<file path="config.mk">
export PLATFORM = sky130hd
export DESIGN_NAME = rs_cw_buffer_ctrl_flat
export DESIGN_NICKNAME = d
export VERILOG_FILES = /design/src/rtl/rs_cw_buffer_ctrl_if.sv /design/src/rtl/rs_cw_buffer_ctrl.sv /design/src/flat_wrapper.sv
export SDC_FILE = /design/constraint.sdc
export NUM_CORES = 1
export LEC_CHECK = 0
export CAP_MARGIN = 20
export CORE_MARGIN = 2
export CORE_UTILIZATION = 50
export CTS_CLUSTER_SIZE = 24
export DETAILED_ROUTE_END_ITERATION = 10
export DONT_BUFFER_PORTS = 1
export PLACE_DENSITY = 0.76
export SLEW_MARGIN = 20
export SYNTH_ARGS = -nofsm -noshare
export SYNTH_HDL_FRONTEND = slang
export SYNTH_SLANG_ARGS = --single-unit
</file>
<file path="constraint.sdc">
create_clock -name clk_i -period 5.17 [get_ports clk_i]
set_clock_uncertainty 0.1 [all_clocks]
set_input_delay 0.7755 -clock clk_i [delete_from_list [all_inputs] [get_ports clk_i]]
set_output_delay 0.7755 -clock clk_i [all_outputs]
set_load 0.01 [all_outputs]
</file>
<file path="src/rtl/rs_cw_buffer_ctrl_if.sv">
// rs_cw_buffer_ctrl_if: FIFO, producer, result and consumer handshakes of the codeword buffer controller
interface rs_cw_buffer_ctrl_if #(parameter int BEAT_W = 6, parameter int CNT_W = 3);
  logic              flush_i;
  logic              in_valid;
  logic              in_last;
  logic              in_ready;
  logic              fifo_push;
  logic              fifo_full;
  logic              fifo_pull;
  logic              fifo_empty;
  logic              fifo_flush;
  logic              res_valid;
  logic              res_ready;
  logic              out_valid;
  logic              out_ready;
  logic              out_sop;
  logic              out_eop;
  logic [BEAT_W-1:0] out_beat_idx;
  logic [CNT_W-1:0]  cw_stored;
  logic              err_overflow;
  logic              err_framing;
  logic              err_underflow;
  logic [15:0]       cw_in_cnt;
  logic [15:0]       cw_out_cnt;
  modport master (
    output flush_i, in_valid, in_last, fifo_full, fifo_empty, res_valid, out_ready,
    input  in_ready, fifo_push, fifo_pull, fifo_flush, res_ready, out_valid, out_sop, out_eop,
           out_beat_idx, cw_stored, err_overflow, err_framing, err_underflow, cw_in_cnt, cw_out_cnt
  );
  modport slave (
    input  flush_i, in_valid, in_last, fifo_full, fifo_empty, res_valid, out_ready,
    output in_ready, fifo_push, fifo_pull, fifo_flush, res_ready, out_valid, out_sop, out_eop,
           out_beat_idx, cw_stored, err_overflow, err_framing, err_underflow, cw_in_cnt, cw_out_cnt
  );
endinterface

</file>
<file path="src/rtl/rs_cw_buffer_ctrl.sv">
// rs_cw_buffer_ctrl: push/pull/flush control of the Forney codeword delay FIFO, one codeword per result.
// Optional codeword statistics counters under RS_CW_BUF_CTRL_STATS_EN.
module rs_cw_buffer_ctrl #(
  parameter int BEATS  = 34,
  parameter int MAX_CW = 4,
  parameter int BEAT_W = 6,
  parameter int CNT_W  = 3
) (
  input logic               clk_i,
  input logic               rst_ni,
  rs_cw_buffer_ctrl_if.slave bus
);
  typedef enum logic {IDLE, STREAM} state_t;
  localparam logic [BEAT_W-1:0] LAST   = BEAT_W'(BEATS - 1);
  localparam logic [CNT_W-1:0]  CW_MAX = CNT_W'(MAX_CW);
  state_t            state, state_d;
  logic [BEAT_W-1:0] wr_beat, rd_beat;
  logic [CNT_W-1:0]  cw;
  logic              err_o, err_f, err_u;
  logic              stream, wr_done, rd_done;
  assign stream           = state == STREAM;
  assign bus.in_ready     = rst_ni & ~bus.fifo_full & ~bus.flush_i & ~(wr_beat == '0 && cw == CW_MAX);
  assign bus.fifo_push    = bus.in_valid & bus.in_ready;
  assign bus.fifo_flush   = bus.flush_i | ~rst_ni;
  // Streaming never looks at fifo_empty: a whole codeword is known to be stored.
  assign bus.out_valid    = rst_ni & ~bus.flush_i & stream;
  assign bus.fifo_pull    = bus.out_valid & bus.out_ready;
  assign bus.res_ready    = rst_ni & ~bus.flush_i & ~stream & bus.res_valid & (cw != '0);
  assign bus.out_sop      = rst_ni & stream & (rd_beat == '0);
  assign bus.out_eop      = rst_ni & stream & (rd_beat == LAST);
  assign bus.out_beat_idx = rst_ni ? rd_beat : '0;
  assign bus.cw_stored    = cw;
  assign bus.err_overflow  = err_o;
  assign bus.err_framing   = err_f;
  assign bus.err_underflow = err_u;
  assign wr_done = bus.fifo_push & (wr_beat == LAST);
  assign rd_done = bus.fifo_pull & (rd_beat == LAST);
  always_comb begin
    state_d = state;
    state_d = stream ? (rd_done ? IDLE : STREAM) : (bus.res_ready ? STREAM : IDLE);
  end
  always_ff @(posedge clk_i) begin
    if (!rst_ni || bus.flush_i) begin
      state   <= IDLE;
      wr_beat <= '0;
      rd_beat <= '0;
      cw      <= '0;
      err_o   <= 1'b0;
      err_f   <= 1'b0;
      err_u   <= 1'b0;
    end else begin
      state   <= state_d;
      wr_beat <= bus.fifo_push ? (wr_done ? '0 : wr_beat + 1'b1) : wr_beat;
      rd_beat <= bus.res_ready ? '0 : bus.fifo_pull ? (rd_done ? '0 : rd_beat + 1'b1) : rd_beat;
      cw      <= cw + CNT_W'(wr_done) - CNT_W'(rd_done);
      err_o   <= err_o | (bus.in_valid & ~bus.in_ready);
      err_f   <= err_f | (bus.fifo_push & (bus.in_last != (wr_beat == LAST)));
      err_u   <= err_u | (bus.fifo_pull & bus.fifo_empty);
    end
  end
`ifdef RS_CW_BUF_CTRL_STATS_EN
  logic [15:0] in_cnt, out_cnt;
  always_ff @(posedge clk_i) begin
    if (!rst_ni) begin
      in_cnt  <= '0;
      out_cnt <= '0;
    end else begin
      in_cnt  <= in_cnt + 16'(wr_done);
      out_cnt <= out_cnt + 16'(rd_done);
    end
  end
  assign bus.cw_in_cnt  = in_cnt;
  assign bus.cw_out_cnt = out_cnt;
`else
  assign bus.cw_in_cnt  = '0;
  assign bus.cw_out_cnt = '0;
`endif
endmodule
</file>
<file path="src/flat_wrapper.sv">
// flat-port wrapper written by rule: the top's interface ports become plain ports
module rs_cw_buffer_ctrl_flat 
#(
  parameter int BEATS  = 34,
  parameter int MAX_CW = 4,
  parameter int BEAT_W = 6,
  parameter int CNT_W  = 3
)
  (clk_i, rst_ni, bus_flush_i, bus_in_valid, bus_in_last, bus_fifo_full, bus_fifo_empty, bus_res_valid, bus_out_ready, bus_in_ready, bus_fifo_push, bus_fifo_pull, bus_fifo_flush, bus_res_ready, bus_out_valid, bus_out_sop, bus_out_eop, bus_out_beat_idx, bus_cw_stored, bus_err_overflow, bus_err_framing, bus_err_underflow, bus_cw_in_cnt, bus_cw_out_cnt);
  rs_cw_buffer_ctrl_if #(.BEAT_W(BEAT_W), .CNT_W(CNT_W)) bus_i ();
  input logic clk_i;
  input logic rst_ni;
  input wire logic [$bits(bus_i.flush_i)-1:0] bus_flush_i;
  input wire logic [$bits(bus_i.in_valid)-1:0] bus_in_valid;
  input wire logic [$bits(bus_i.in_last)-1:0] bus_in_last;
  input wire logic [$bits(bus_i.fifo_full)-1:0] bus_fifo_full;
  input wire logic [$bits(bus_i.fifo_empty)-1:0] bus_fifo_empty;
  input wire logic [$bits(bus_i.res_valid)-1:0] bus_res_valid;
  input wire logic [$bits(bus_i.out_ready)-1:0] bus_out_ready;
  output wire logic [$bits(bus_i.in_ready)-1:0] bus_in_ready;
  output wire logic [$bits(bus_i.fifo_push)-1:0] bus_fifo_push;
  output wire logic [$bits(bus_i.fifo_pull)-1:0] bus_fifo_pull;
  output wire logic [$bits(bus_i.fifo_flush)-1:0] bus_fifo_flush;
  output wire logic [$bits(bus_i.res_ready)-1:0] bus_res_ready;
  output wire logic [$bits(bus_i.out_valid)-1:0] bus_out_valid;
  output wire logic [$bits(bus_i.out_sop)-1:0] bus_out_sop;
  output wire logic [$bits(bus_i.out_eop)-1:0] bus_out_eop;
  output wire logic [$bits(bus_i.out_beat_idx)-1:0] bus_out_beat_idx;
  output wire logic [$bits(bus_i.cw_stored)-1:0] bus_cw_stored;
  output wire logic [$bits(bus_i.err_overflow)-1:0] bus_err_overflow;
  output wire logic [$bits(bus_i.err_framing)-1:0] bus_err_framing;
  output wire logic [$bits(bus_i.err_underflow)-1:0] bus_err_underflow;
  output wire logic [$bits(bus_i.cw_in_cnt)-1:0] bus_cw_in_cnt;
  output wire logic [$bits(bus_i.cw_out_cnt)-1:0] bus_cw_out_cnt;
  assign bus_i.flush_i = bus_flush_i;
  assign bus_i.in_valid = bus_in_valid;
  assign bus_i.in_last = bus_in_last;
  assign bus_i.fifo_full = bus_fifo_full;
  assign bus_i.fifo_empty = bus_fifo_empty;
  assign bus_i.res_valid = bus_res_valid;
  assign bus_i.out_ready = bus_out_ready;
  assign bus_in_ready = bus_i.in_ready;
  assign bus_fifo_push = bus_i.fifo_push;
  assign bus_fifo_pull = bus_i.fifo_pull;
  assign bus_fifo_flush = bus_i.fifo_flush;
  assign bus_res_ready = bus_i.res_ready;
  assign bus_out_valid = bus_i.out_valid;
  assign bus_out_sop = bus_i.out_sop;
  assign bus_out_eop = bus_i.out_eop;
  assign bus_out_beat_idx = bus_i.out_beat_idx;
  assign bus_cw_stored = bus_i.cw_stored;
  assign bus_err_overflow = bus_i.err_overflow;
  assign bus_err_framing = bus_i.err_framing;
  assign bus_err_underflow = bus_i.err_underflow;
  assign bus_cw_in_cnt = bus_i.cw_in_cnt;
  assign bus_cw_out_cnt = bus_i.cw_out_cnt;
  rs_cw_buffer_ctrl #(.BEATS(BEATS), .MAX_CW(MAX_CW), .BEAT_W(BEAT_W), .CNT_W(CNT_W)) u_core (.clk_i(clk_i), .rst_ni(rst_ni), .bus(bus_i));
endmodule
</file>
==> results.toml, run 1 <==
[status]
status = "completed"

[critical_path]
start_kind = "input pin"
critPathLaunch = "bus_flush_i"
crit_chain = "and2b_2 > inv_2 > a211o_1 > inv_2 > nand2_4 > inv_6"
slowest_delay_ns = 0.36
path_class = "in2out"
r2r_start = "u_core.wr_beat[0]"
crit_arrival_ns = 1.91
crit_buf_inv = 3
critical_path.top_delay_family = "simple AND/OR/NAND/NOR gates"
cp_common_cell = "inv_2"
cp_max_fo = 12
end_kind = "output port"
worst_ep_required_time_ns = 4.29
slowest_stage = "a211o_1"

[synth]
ys.flop_type = "dfxtp_1"
yosysUniqueCellTypes = 35
synth_top_family_by_area = "buffers and inverters"
synth_fa_ha_area_share_pct = 9.33
synth_simple_gate_area_share_pct = 23.1
synth-compound-area-share_pct = 8.07
synth_enable_flop_cells = 0
syn_area_per_cell_um2 = 8.15
ys_ff_latch = 19
ys_warn_count = 0
synth_mux_area_share_pct = 0.777
synth_xor_area_share_pct = 5.44
netlist_area_mm2 = 0.00129
synthArstFlopShare_pct = 0
syn-instance-count = 158
ys_seq_area_share_pct = 29.5

[route]
drc = 0
wirelength_um = 2220
drtIter0Drc = 7
post_drt_wl_per_cell_um = 11.8
final_antenna_net_count = 0
vias = 936
viasPerCell = 4.95
dr.pass1.iters = 4

[floorplan]
ios = 61
initial_core_util_pct = 52.4
dieArea_mm2 = 0.00300
rows = 18
die_w_um = 54.7
die_y_um = 54.7
core_area_mm2 = 0.00245

[cts]
cts_setup_buffers = 0
numClockSinks = 19
hold_buffers = 0
cts-root-buf = "clkbuf_4"
clkTransAtPathRegs_ns = 0.10
cts_inserted_buffers = 3
tritoncts = "done"
clockBufferDepth = 2
clock_latency_ns = 0.30
cts_resized = 0
cts.htree.levels = 1

[global_route]
grt_pass1_vias = 804
gr-total-overflow = 0
grt_antenna_before_repair = 0
globalRouteTotalUtil_pct = 16.0
grt_max_degree = 13
grt_pass1_wl_um = 3430

[sta]
worst-slew-pin-transition_ns = 0.490
fmax_mhz = 358
post-route-min-period_ns = 2.79
drv_slew = 0
fin_crit_sh_pct = 54.0
hold_violations = 0
rsz0062_at_grt = "no"
setup_violations = 0
tns_ns = 0
relSlewSlack_pct = 66.8

[placed_design]
dp_hpwl_um = 1790
gp_congestion = 0.828
port_buffers = 0

[worst_hold_path]
worstHoldStart = "u_core.rd_beat[1]"
hp-class = "reg2reg"

[power_and_ir_drop]
power_switching_uw = 64.7
netSwitchingFraction_pct = 26.5
p_clk_share_pct = 31.5
ir_drop_mv = 0.157
seqPwrFrac_pct = 60.5
p_leak_uw = 0.000540
power_density_mw_per_mm2 = 200
p_int_uw = 180
p_comb_share_pct = 8.0

[finish]
seqCellArea_um2 = 380
utilization_pct = 49.7
nFillCells = 254
area_growth_pct = -5.25
final_nets = 178
drive_above_1_share_pct = 5.66
diodes = 0
multi_input_area_um2 = 722

[run]
drv_cap = 0
synthesized netlist by cell type, drive strengths merged, types with 3 or more instances:
| cell | n | area share [%] |
|---|---|---|
| nand4 | 4 | 1.9 |
| xor2 | 6 | 4.1 |
| buf | 32 | 19 |
| nand2 | 10 | 3.5 |
| nand3 | 9 | 3.5 |
| nor2 | 15 | 4.4 |
| inv | 13 | 4.2 |
| ha | 8 | 7.8 |
| o21ai | 3 | 1.2 |
| dfxtp | 19 | 30 |
| a21oi | 6 | 2.3 |
| and2 | 8 | 3.9 |
layout make-up:
class                           count  share of cell area [%]
Inverter                           13                    4.41
Tap cell                           30                    3.08
Clock buffer                        4                    2.15
Multi-Input combinational cell    123                    59.2
Sequential cell                    19                    31.2
worst paths after layout:
kind                        endpoint  slack, ns  cells past startpoint
min                u_core.rd_beat[1]       0.40                      2
max                    bus_fifo_push       2.38                      6
min reg2reg        u_core.rd_beat[1]       0.40                      2
max reg2reg  u_core.bus.cw_stored[2]       2.53                     13
per-layer routing:
layer  vias up  global-route usage [%]  part of all wire [%]  wire length [um]
met1       437                    17.9                    41               901
met2        36                    29.4                    51              1140
met5         -                       0                     0                 0
li1        463                       -                     -                 -
met3         0                    5.19                   8.3               184
met4         0                    2.50                     0                 0
cells in the final DEF, fill, tap and decap left out, types with 3 or more instances in the layout:
| cell type | count |
|---|---|
| inv_2 | 3 |
| xor2_1 | 6 |
| nand4_1 | 4 |
| inv_1 | 9 |
| ha_1 | 8 |
| dfxtp_1 | 19 |
| nor2_1 | 15 |
| clkbuf_4 | 3 |
| nand3_1 | 9 |
| a21oi_1 | 6 |
| and2_1 | 8 |
| conb_1 | 32 |
| nand2_1 | 9 |
state kept, by name (all words and copies together) (netlist names):
| register | cells |
|---|---|
| u_core.bus.cw_stored | 3 |
| u_core.bus.err_framing | 1 |
| u_core.bus.err_overflow | 1 |
| u_core.bus.err_underflow | 1 |
| u_core.rd_beat | 6 |
| u_core.state | 1 |
| u_core.wr_beat | 6 |
per-stage QoR:
stage | cells | power [uW] | worst slack (ns) | hold slack, ns | area (um^2)
finish | 189 | 244 | 2.38 | 0.402 | 1220
global route | 189 | 256 | 2.24 | 0.442 | 1220
CTS | 189 | 246 | 2.37 | 0.405 | 1220
detailed placement | 185 | 170 | 2.07 | 0.390 | 1190
global placement | 185 | 170 | 2.14 | 0.388 | 1190
floorplan | 189 | 187 | 2.45 | 0.362 | 1400
tightest hold or removal path, stage by stage (launching register included):
cell and delay (ns):
dfxtp_1 0.35, nand2_1 0.07, a21oi_1 0.05
cells by family after synthesis:
kind of cell / Yosys count
adders and majority gates: 9
DFF: 19
muxes: 1
xor gates and xnor gates: 8
other: 1
and+or+nand+nor: 57
AOI/OAI and AO/OA: 16
buffers and inverters: 47
power groups by stage:
stage               clock network, uW  registers, uW  logic, uW
finish                           76.9            148       19.6
global route                     84.6            148       23.2
CTS                              79.1            148       19.2
detailed placement                  0            151       19.2
global placement                    0            151       18.8
floorplan                           0            151       35.8
No activity file was read; power rests on OpenSTA's default activity.
==> inputs of run 2 (changes only) <==
==> constraint.sdc (replaced) <==
create_clock -name clk_i -period 2.9 [get_ports clk_i]
set_clock_uncertainty 0.1 [all_clocks]
set_input_delay 0.435 -clock clk_i [delete_from_list [all_inputs] [get_ports clk_i]]
set_output_delay 0.435 -clock clk_i [all_outputs]
set_load 0.01 [all_outputs]
==> run 2 against run 1 <==
  * Utilization is 0.31 points higher
  * Worst hold slack worse by 0.25 ns
  * Count of clock-buffer cells in the layout stayed put
  * Final area is 0.62% higher
  * Global-route usage is 0.66 points higher
  * Combinational power is 84% higher
  * Non-clock buffer count is 1 higher
  * Register-to-register slack worse by 2.3 ns
  * Cell count is 0.53% higher
  * Critical path type is now reg2reg
==> results.toml, run 2 (synthesized netlist as in run 1, its figures left out) <==
[status]
status = "completed"

[placed_design]
dp_hpwl_um = 1810
port_buffers = 0
gp_congestion = 0.832

[cts]
clock_latency_ns = 0.30
cts_inserted_buffers = 3
cts.htree.levels = 1
cts_setup_buffers = 0
hold_buffers = 0
numClockSinks = 19
cts_resized = 0
clkTransAtPathRegs_ns = 0.11
clockBufferDepth = 2
cts-root-buf = "clkbuf_4"
tritoncts = "done"

[run]
drv_cap = 0

[critical_path]
cp_max_fo = 5
worst_ep_required_time_ns = 3.00
worst_r2r_endpoint = "u_core.bus.cw_stored[2]"
critPathLaunch = "u_core.wr_beat[0]"
end_kind = "flip-flop"
ff2ff_setup_slack_ns = 0.24
start_kind = "flip-flop"
endpoint = "u_core.bus.cw_stored[2]"
crit_arrival_ns = 2.77
r2r_cells = 13
r2r_start = "u_core.wr_beat[0]"
path_class = "reg2reg"

[finish]
area_growth_pct = -4.66
drive_above_1_share_pct = 6.25
final_common_cell = "conb_1"
final_cell_mix = "conb_1, dfxtp_1, nor2_1"
utilization_pct = 50.0
diodes = 0
final_nets = 179

[floorplan]
rows = 18
initial_core_util_pct = 52.4
core_area_mm2 = 0.00245
dieArea_mm2 = 0.00300
die_y_um = 54.7
die_w_um = 54.7
ios = 61

[route]
drtIter0Drc = 17
wirelength_um = 2280
drc = 0
vias = 936
final_antenna_net_count = 0
viasPerCell = 4.93
dr.pass1.iters = 4
post_drt_wl_per_cell_um = 12.0

[global_route]
grt_pass1_vias = 842
grt_max_degree = 13
grt_pass1_wl_um = 3460
globalRouteTotalUtil_pct = 16.6
grt_antenna_before_repair = 0
gr-total-overflow = 0

[sta]
hold_violations = 0
rsz0062_at_grt = "no"
tns_ns = 0
fmax_mhz = 376
worst-slew-pin-transition_ns = 0.518
holdWs_ns = 0.156
setup_violations = 0
relSlewSlack_pct = 64.9
drv_slew = 0
post-route-min-period_ns = 2.66
fin_crit_sh_pct = 91.7

[power_and_ir_drop]
ir_drop_mv = 0.315
p_leak_uw = 0.000545
power_density_mw_per_mm2 = 355
finalPower_uw = 435

[worst_hold_path]
hp-class = "in2reg"
## run 2: cell count changes in the layout (fill, tap and decap cells not counted)
cell,delta
buf_4,+1
## run 2: stage by stage
| step | setup slack, ns | instances | area [um^2] |
|---|---|---|---|
| final | 0.240 | 190 | 1230 |
| after global placement | 0.357 | 186 | 1200 |
| after detailed placement | 0.240 | 186 | 1200 |
| after global routing | 0.0533 | 190 | 1230 |
| after CTS | 0.217 | 190 | 1230 |
| after floorplan | 0.479 | 189 | 1400 |
## run 2: critical path, cell delays in order (launching register included)
cell and delay (ns):
dfxtp_1 0.42, inv_1 0.09, ha_1 0.20, nor4b_1 0.14, a211o_1 0.33, inv_2 0.12, nand2_4 0.08, nor2_1 0.11
ha_1 0.16, inv_1 0.05, fa_1 0.37, xor2_1 0.19, xnor2_1 0.14, nor2_1 0.05
## run 2: area by class of cell
| cell class | instances | area, um^2 |
|---|---|---|
| inverters | 13 | 53.8 |
| repair buffers | 1 | 7.51 |
| multi-input cells | 123 | 722 |
| clock buffers | 4 | 26.3 |
| well taps | 30 | 37.5 |
| fillers | 253 | 1230 |
| flip-flops and latches | 19 | 380 |
## run 2: report_power, final
| group | leakage (uW) | total (uW) | internal [uW] | switching, uW |
|---|---|---|---|---|
| clock | 0.0000150 | 136 | 53.6 | 82.2 |
| sequential | 0.000153 | 264 | 262 | 1.49 |
| combinational | 0.000377 | 36.1 | 5.34 | 30.7 |
| total | 0.000545 | 435 | 321 | 114 |
## run 2: worst min-delay path by stage
stage,cells after the start,start,endpoint
3_5_place_dp,2,u_core.wr_beat[1],u_core.wr_beat[1]
6_report,1,bus_flush_i,u_core.state
3_3_place_gp,2,u_core.wr_beat[1],u_core.wr_beat[1]
4_1_cts,1,bus_flush_i,u_core.state
2_1_floorplan,2,u_core.rd_beat[1],u_core.rd_beat[1]
5_1_grt,1,bus_flush_i,u_core.state
## run 2: per-layer routing
layer	up-vias	wire length, um	GRT usage, %
met2	36	1220	32.1
met1	436	831	15.5
met5	-	0	0
met3	4	188	6.01
li1	460	-	-
met4	0	34	6.25
